## src/rtl/serial_arith_pkg.sv

```systemverilog
// Shared types and defaults for the bit-serial arithmetic path.
package serial_arith_pkg;

   typedef enum logic [1:0] {
      S_IDLE = 2'd0,
      S_RUN  = 2'd1,
      S_DONE = 2'd2
   } state_t;

   localparam int DEFAULT_WIDTH = 8;

endpackage

```

## src/rtl/serial_subtractor_fullsubtractor.sv

```systemverilog
// Single-bit full subtractor: D = A - B - Bin with borrow out.
module fullsubtractor (
   input  logic A,
   input  logic B,
   input  logic Bin,
   output logic D,
   output logic Bout
);

   assign D    = A ^ B ^ Bin;
   assign Bout = (~A & B) | (~(A ^ B) & Bin);

endmodule

```

## src/rtl/serial_subtractor.sv

```systemverilog
// Bit-serial WIDTH-bit subtractor (diff = a - b), LSB-first, one bit per clock.
// Define SERIAL_SUB_OVF_EN to add the signed-overflow output ovf.
module serial_subtractor
   import serial_arith_pkg::*;
#(
   parameter int WIDTH = DEFAULT_WIDTH
) (
   input  logic             clk,
   input  logic             rst,
   input  logic             start,
   input  logic [WIDTH-1:0] a,
   input  logic [WIDTH-1:0] b,
   output logic             busy,
   output logic             done,
   output logic [WIDTH-1:0] diff,
   output logic             borrow_out
`ifdef SERIAL_SUB_OVF_EN
   ,
   output logic             ovf
`endif
);

   localparam int            CW   = $clog2(WIDTH);
   localparam logic [CW-1:0] LAST = CW'(WIDTH - 1);

   state_t           state;
   state_t           state_nx;
   logic [CW-1:0]    count;
   logic [WIDTH-1:0] a_sh;
   logic [WIDTH-1:0] b_sh;
   logic [WIDTH-1:0] r_sh;
   logic             borrow;
   logic             cell_d;
   logic             cell_bout;
   logic             load;
   logic             last;
   logic [WIDTH-1:0] r_final;
`ifdef SERIAL_SUB_OVF_EN
   logic             a_msb;
   logic             b_msb;
`endif

   fullsubtractor u_cell (
      .A    (a_sh[0]),
      .B    (b_sh[0]),
      .Bin  (borrow),
      .D    (cell_d),
      .Bout (cell_bout)
   );

   assign last    = (state == S_RUN) && (count == LAST);
   assign r_final = {cell_d, r_sh[WIDTH-1:1]};
   assign busy    = (state == S_RUN);
   assign done    = (state == S_DONE);

   always_comb begin
      state_nx = state;
      load     = 1'b0;
      case (state)
         S_IDLE: begin
            if (start) begin
               load     = 1'b1;
               state_nx = S_RUN;
            end
         end
         S_RUN: begin
            if (count == LAST) state_nx = S_DONE;
         end
         S_DONE: begin
            if (start) begin
               load     = 1'b1;
               state_nx = S_RUN;
            end else begin
               state_nx = S_IDLE;
            end
         end
         default: state_nx = S_IDLE;
      endcase
   end

   always_ff @(posedge clk or posedge rst) begin
      if (rst) begin
         state      <= S_IDLE;
         count      <= '0;
         borrow     <= 1'b0;
         diff       <= '0;
         borrow_out <= 1'b0;
`ifdef SERIAL_SUB_OVF_EN
         ovf        <= 1'b0;
`endif
      end else begin
         state <= state_nx;
         if (load) begin
            count  <= '0;
            borrow <= 1'b0;
         end else if (state == S_RUN) begin
            borrow <= cell_bout;
            if (!last) count <= count + CW'(1);
         end
         if (last) begin
            diff       <= r_final;
            borrow_out <= cell_bout;
`ifdef SERIAL_SUB_OVF_EN
            ovf        <= (a_msb ^ b_msb) & (a_msb ^ cell_d);
`endif
         end
      end
   end

   // Datapath shifters carry no reset: every bit is reloaded or overwritten before use.
   always_ff @(posedge clk) begin
      if (load) begin
         a_sh  <= a;
         b_sh  <= b;
`ifdef SERIAL_SUB_OVF_EN
         a_msb <= a[WIDTH-1];
         b_msb <= b[WIDTH-1];
`endif
      end else if (state == S_RUN) begin
         a_sh <= a_sh >> 1;
         b_sh <= b_sh >> 1;
         r_sh <= r_final;
      end
   end

endmodule

```

## config.mk

```make
export PLATFORM = sky130hd
export DESIGN_NAME = serial_subtractor
export DESIGN_NICKNAME = d
export VERILOG_FILES = /design/src/rtl/serial_arith_pkg.sv /design/src/rtl/serial_subtractor_fullsubtractor.sv /design/src/rtl/serial_subtractor.sv
export SDC_FILE = /design/constraint.sdc
export NUM_CORES = 1
export LEC_CHECK = 0
export BUFFER_PORTS_ARGS = -buffer_cell sky130_fd_sc_hd__buf_2
export CAP_MARGIN = 10
export CORE_UTILIZATION = 36
export CTS_CLUSTER_SIZE = 16
export DETAILED_ROUTE_END_ITERATION = 8
export HOLD_SLACK_MARGIN = 0.05
export SLEW_MARGIN = 20
export SYNTH_ARGS = -nofsm -noshare
export SYNTH_HDL_FRONTEND = slang
export SYNTH_HIERARCHICAL = 1
export SYNTH_SLANG_ARGS = --single-unit
export TNS_END_PERCENT = 100
```

## constraint.sdc

```tcl
create_clock -name clk -period 2.39 [get_ports clk]
set_input_delay 0.1195 -clock clk [delete_from_list [all_inputs] [get_ports clk]]
set_output_delay 0.1195 -clock clk [all_outputs]
set_load 0.005 [all_outputs]
```

# Word level (Yosys, flattened, before mapping)
# Cells that the tools add are included.
# word_totals
ff_bits	39
out_inout_bits	11
# classes
n_addsub	1
bitwise_logic	8
eq_ne	6
n_reduce_logical	7
n_mux	15
# op_table
operator	count
two-way mux 8 bit	4
two-way mux 3 bit	3
case mux 2 bit (3 select lines)	1
AND reduction 2 bit	3
two-way mux 1 bit	5
two-way mux 2 bit	2
!= test 2 bit, second input constant	2
adder 3 x 1 -> 3 bit, second input constant	1
== test 3 bit, second input constant	1
NOT 1 bit	3
AND 1 bit	2
== test 2 x 1 -> 1 bit, second input constant	1
== test 2 bit, second input constant	1
logical NOT 2 bit	1
!= test 2 x 1 -> 1 bit, second input constant	1
nonzero test 2 bit	1
OR reduction 2 bit	1
XOR 1 bit	2
logical AND 1 bit	1
OR 1 bit	1

# Depth between registers and ports, before layout
# depth
word_depth	6
mapped_depth	5
mapped_depth_nobuf	5

# Modules after synthesis
# Netlist, hierarchy kept.
# by_module_without_submodules
mod	cells_each	area_per_inst_um2	n_inst
serial_subtractor	93	1610.3	1
fullsubtractor	4	31.3	1

# Least setup slack after synthesis
# No wires, ideal clock.
# synth_path
path_kind	flip-flop to flip-flop
startpoint	register state[1]
endpoint	register a_sh[0], enable pin
path_buffers	1
t_arrival_ps	1460
required_ps	2015
slack_ps	555
synth_period_minus_slack_ps	1835
path_stages_with_launch	4
path_cell_list	dfrtp_1 -> buf_6 -> nor2b_1 -> nand2b_1
# synth_rtl
element	line	rtl
start, declared	serial_subtractor.sv:26	state_t state;
start signal, assigned	serial_subtractor.sv:92	state <= state_nx;
== test 2 x 1 -> 1 bit	--	
via busy	serial_subtractor.sv:13	output logic busy,
nonzero test 2 bit (no source line)	--	
end signal, assigned	serial_subtractor.sv:120	a_sh <= a_sh >> 1;
end, declared	serial_subtractor.sv:29	logic [WIDTH-1:0] a_sh;
# The timed path passes the listed nets, and every way through them passes these cells.
# A chain may end at the register's enable or synchronous reset.

# Final worst setup path
# layout_path
startpoint	register count[0]
endpoint	register diff[7]
# layout_via
elab_chain_cells	2
# layout_lines
element	line	rtl
start, declared	serial_subtractor.sv:28	logic [CW-1:0] count;
start signal, assigned	serial_subtractor.sv:98	if (!last) count <= count + CW'(1);
== test 3 bit	serial_subtractor.sv:51	assign last = (state == S_RUN) && (count == LAST);
logical AND 1 bit	serial_subtractor.sv:51	
end signal, assigned	serial_subtractor.sv:101	diff <= r_final;
end, declared	serial_subtractor.sv:15	output logic [WIDTH-1:0] diff,
# No other way between the ends.

==> metrics <==
Reg2Reg Depth=4; Tot GR Track Use=0.122; Synth Area in Adders=0.0274; 1st-iter DRT viols=15; EDFF count, synth=23; routed via count=901; start point of the worst hold path=b[7]; area share of xor/xnor cells in the synthesized design=0; Fin Clk Skew=5.67 ps; IO Port Bufs=29; CTS tree=done; average size of a mapped cell=16.9 um2; vias in the first global route=956; Final #Nets=155; Worst VDD drop=0.562 mV; RSZ-0062 raised after global routing=no; mux cell area share after synthesis=0.191; crit path kind=reg -> reg; clk_lat worst skew=280 ps; final WL=2610 um; final setup TNS=0 ps; sequential share of the synthesized area=0.649; FILL cells=391; Initial Util=0.377; synthesis-to-layout area growth=17.9%; max_cap viols=0; P per Cell Area=1290 nW/um2; FP Rows=24; CORE AREA=4350 um2; DRT Pass-1 Iters=2; Crit. End Element=flip-flop; Critical path origin=count[0]; Startpoint Class=flip-flop; largest family of logic cells by synthesized area=multiplexers; # clock sinks=38; hold crit path type=in -> reg; crit-path max cell delay=420 ps; RR Startpoint=count[0]; Hold Path Cell Cnt=2; Die Width=69.5 um; die area=4830 um2; Max Freq=0.555 GHz; CTS Buffer Depth=2; final count of hold timing violations=0; WL/cell=14.1 um; final worst-path cycle share=0.754; CP Data Arrival Time=1970 ps; CP Cell Sequence=ha_1 > ha_1 > nand3b_1 > mux2_2; Root Driver=clkbuf_8; commonest cells after routing, fill and taps aside=29 x buf_2, 23 x edfxtp_1, 15 x dfrtp_1, 14 x mux2_2, 9 x mux2_4; most common cell after layout, fill and taps aside=buf_2; Final WS setup=588 ps; clock-pin slew on the worst setup and hold paths=70 ps; synth unique cells=23; clock buffer count from CTS=5; n_diodes=0; Final GP Congestion=0.662; global-route wire length before repair=4630 um; Yosys top cell by area=edfxtp_1; max_slew headroom=0.599; I/O pins=30; Cells after Synth=97; share of layout cells above drive strength 1=0.463; Worst Max-Slew Pin Slew=601 ps; CP max-delay cell=nand3b_1; register bit total from synthesis=38; Hold EP=b_sh[7]; top cell type's share of synthesized area=0.421; remaining antenna violation count after routing=0; top_reg_cell synth=edfxtp_1; DIE HEIGHT=69.5 um; r2r setup slk=590 ps; Leak Pwr=0.891 nW; post-CTS setup buffer count=0; syn nets=119; footprint of the multi-input gates=510 um2; largest net degree at the start of global routing=17; Remaining Overflow, GRT=0; initial antenna violation count=0; compound-gate portion of the synthesized area=0.0343; drt drc=0; worst r2r dst=diff[7]; Final Max Tran Viols=0; synth warn=6; Max FO, Critical Path=10; DP HPWL=1820 um; Setup WS pre-CTS=576 ps; synth top area cells=edfxtp_1 42%, dfrtp_1 23%, mux2_2 9.6%, mux2_4 8.2%, buf_6 2.1%; mapped cell area=1640 um2; register area=1070 um2; CTS H-tree lvls=2; worst path required time=2560 ps; most frequent CP cell=ha_1; status=completed; vias per cell=4.84; post-synthesis simple-gate area fraction=0.0587; minimum clock period=1800 ps; asr flop ratio synth=0.395; endpoints failing setup=0
==> sequential cells by signal (all words and copies together) (netlist names) <==
register	cells
r_sh	7
borrow	1
diff	8
b_sh	8
state	2
a_sh	8
count	3
borrow_out	1
==> synthesized netlist by cell type, types with 2 or more instances <==
library cell and instances:
edfxtp_1 23, dfrtp_1 15, mux2_2 14, mux2_4 9, inv_1 5, nand2b_1 4, buf_6 3, nor2b_1 3
a311o_1 2, and2_1 2, ha_1 2, mux2i_1 2, nor3b_1 2, o211a_1 2
==> where the power goes <==
group	switching, W	internal [W]	total [W]
Sequential	0.000142	0.00113	0.00128
Combinational	0.000331	0.000439	0.000770
Clock	0.000208	0.000235	0.000443
Total	0.000681	0.00181	0.00249
==> stage by stage <==
| step | total power [W] | utilization | hold slack [ps] | cells | cell area, um2 |
|---|---|---|---|---|---|
| 3_3_place_gp | 0.00202 | 0.422 | 206 | 177 | 1840 |
| 3_5_place_dp | 0.00208 | 0.422 | 228 | 177 | 1840 |
| 4_1_cts | 0.00253 | 0.445 | 103 | 186 | 1940 |
| 5_1_grt | 0.00266 | 0.445 | 103 | 186 | 1940 |
| 2_1_floorplan | 0.00181 | - | 21.0 | 97 | 1640 |
| 6_report | 0.00249 | 0.445 | 112 | 186 | 1940 |
==> worst max-delay path: cells and delay by family, from the launching register on <==
family / cells / cell delay [ps]
muxes: 1 / 400
adders and majority gates: 2 / 450
and+or+nand+nor: 1 / 420
DFF: 1 / 410
==> worst max path at each step <==
| stage | cells past startpoint | to | slack [ps] |
|---|---|---|---|
| CTS | 4 | diff[7] | 570 |
| detailed placement | 4 | diff[7] | 580 |
| global route | 4 | diff[2] | 440 |
| finish | 4 | diff[7] | 590 |
| global placement | 4 | diff[5] | 690 |
| floorplan | 3 | a_sh[0] | 550 |
==> cells by family (layout without fill, tap and decap cells) <==
group,after synthesis,in the layout
compound gates,6,6
buf+inv,10,47
mux,25,25
flops,38,38
simple gates,15,15
fa+ha+maj,3,3
==> area by class of cell <==
| class | instances | share of cell area |
|---|---|---|
| repair buffers | 34 | 0.0957 |
| multi-input cells | 49 | 0.264 |
| clock buffers | 8 | 0.0465 |
| inverters | 5 | 0.00970 |
| flip-flops and latches | 38 | 0.551 |
| well taps | 52 | 0.0336 |
==> timing repair <==
action,in CTS,in global routing
endpoints found under the hold margin,15,0
setup endpoints to repair,0,0
hold buffers,1,0
resized for setup,0,0
==> metal layers <==
layer,wire length (um),GRT usage,part of all wire,up-vias
met5,0,0,0,-
met4,42,0.0476,0.016,0
met3,158,0.0480,0.060,6
met2,1250,0.193,0.48,24
met1,1160,0.151,0.44,447
li1,-,-,-,424
Note: power is estimated with default switching activity, not from simulation.
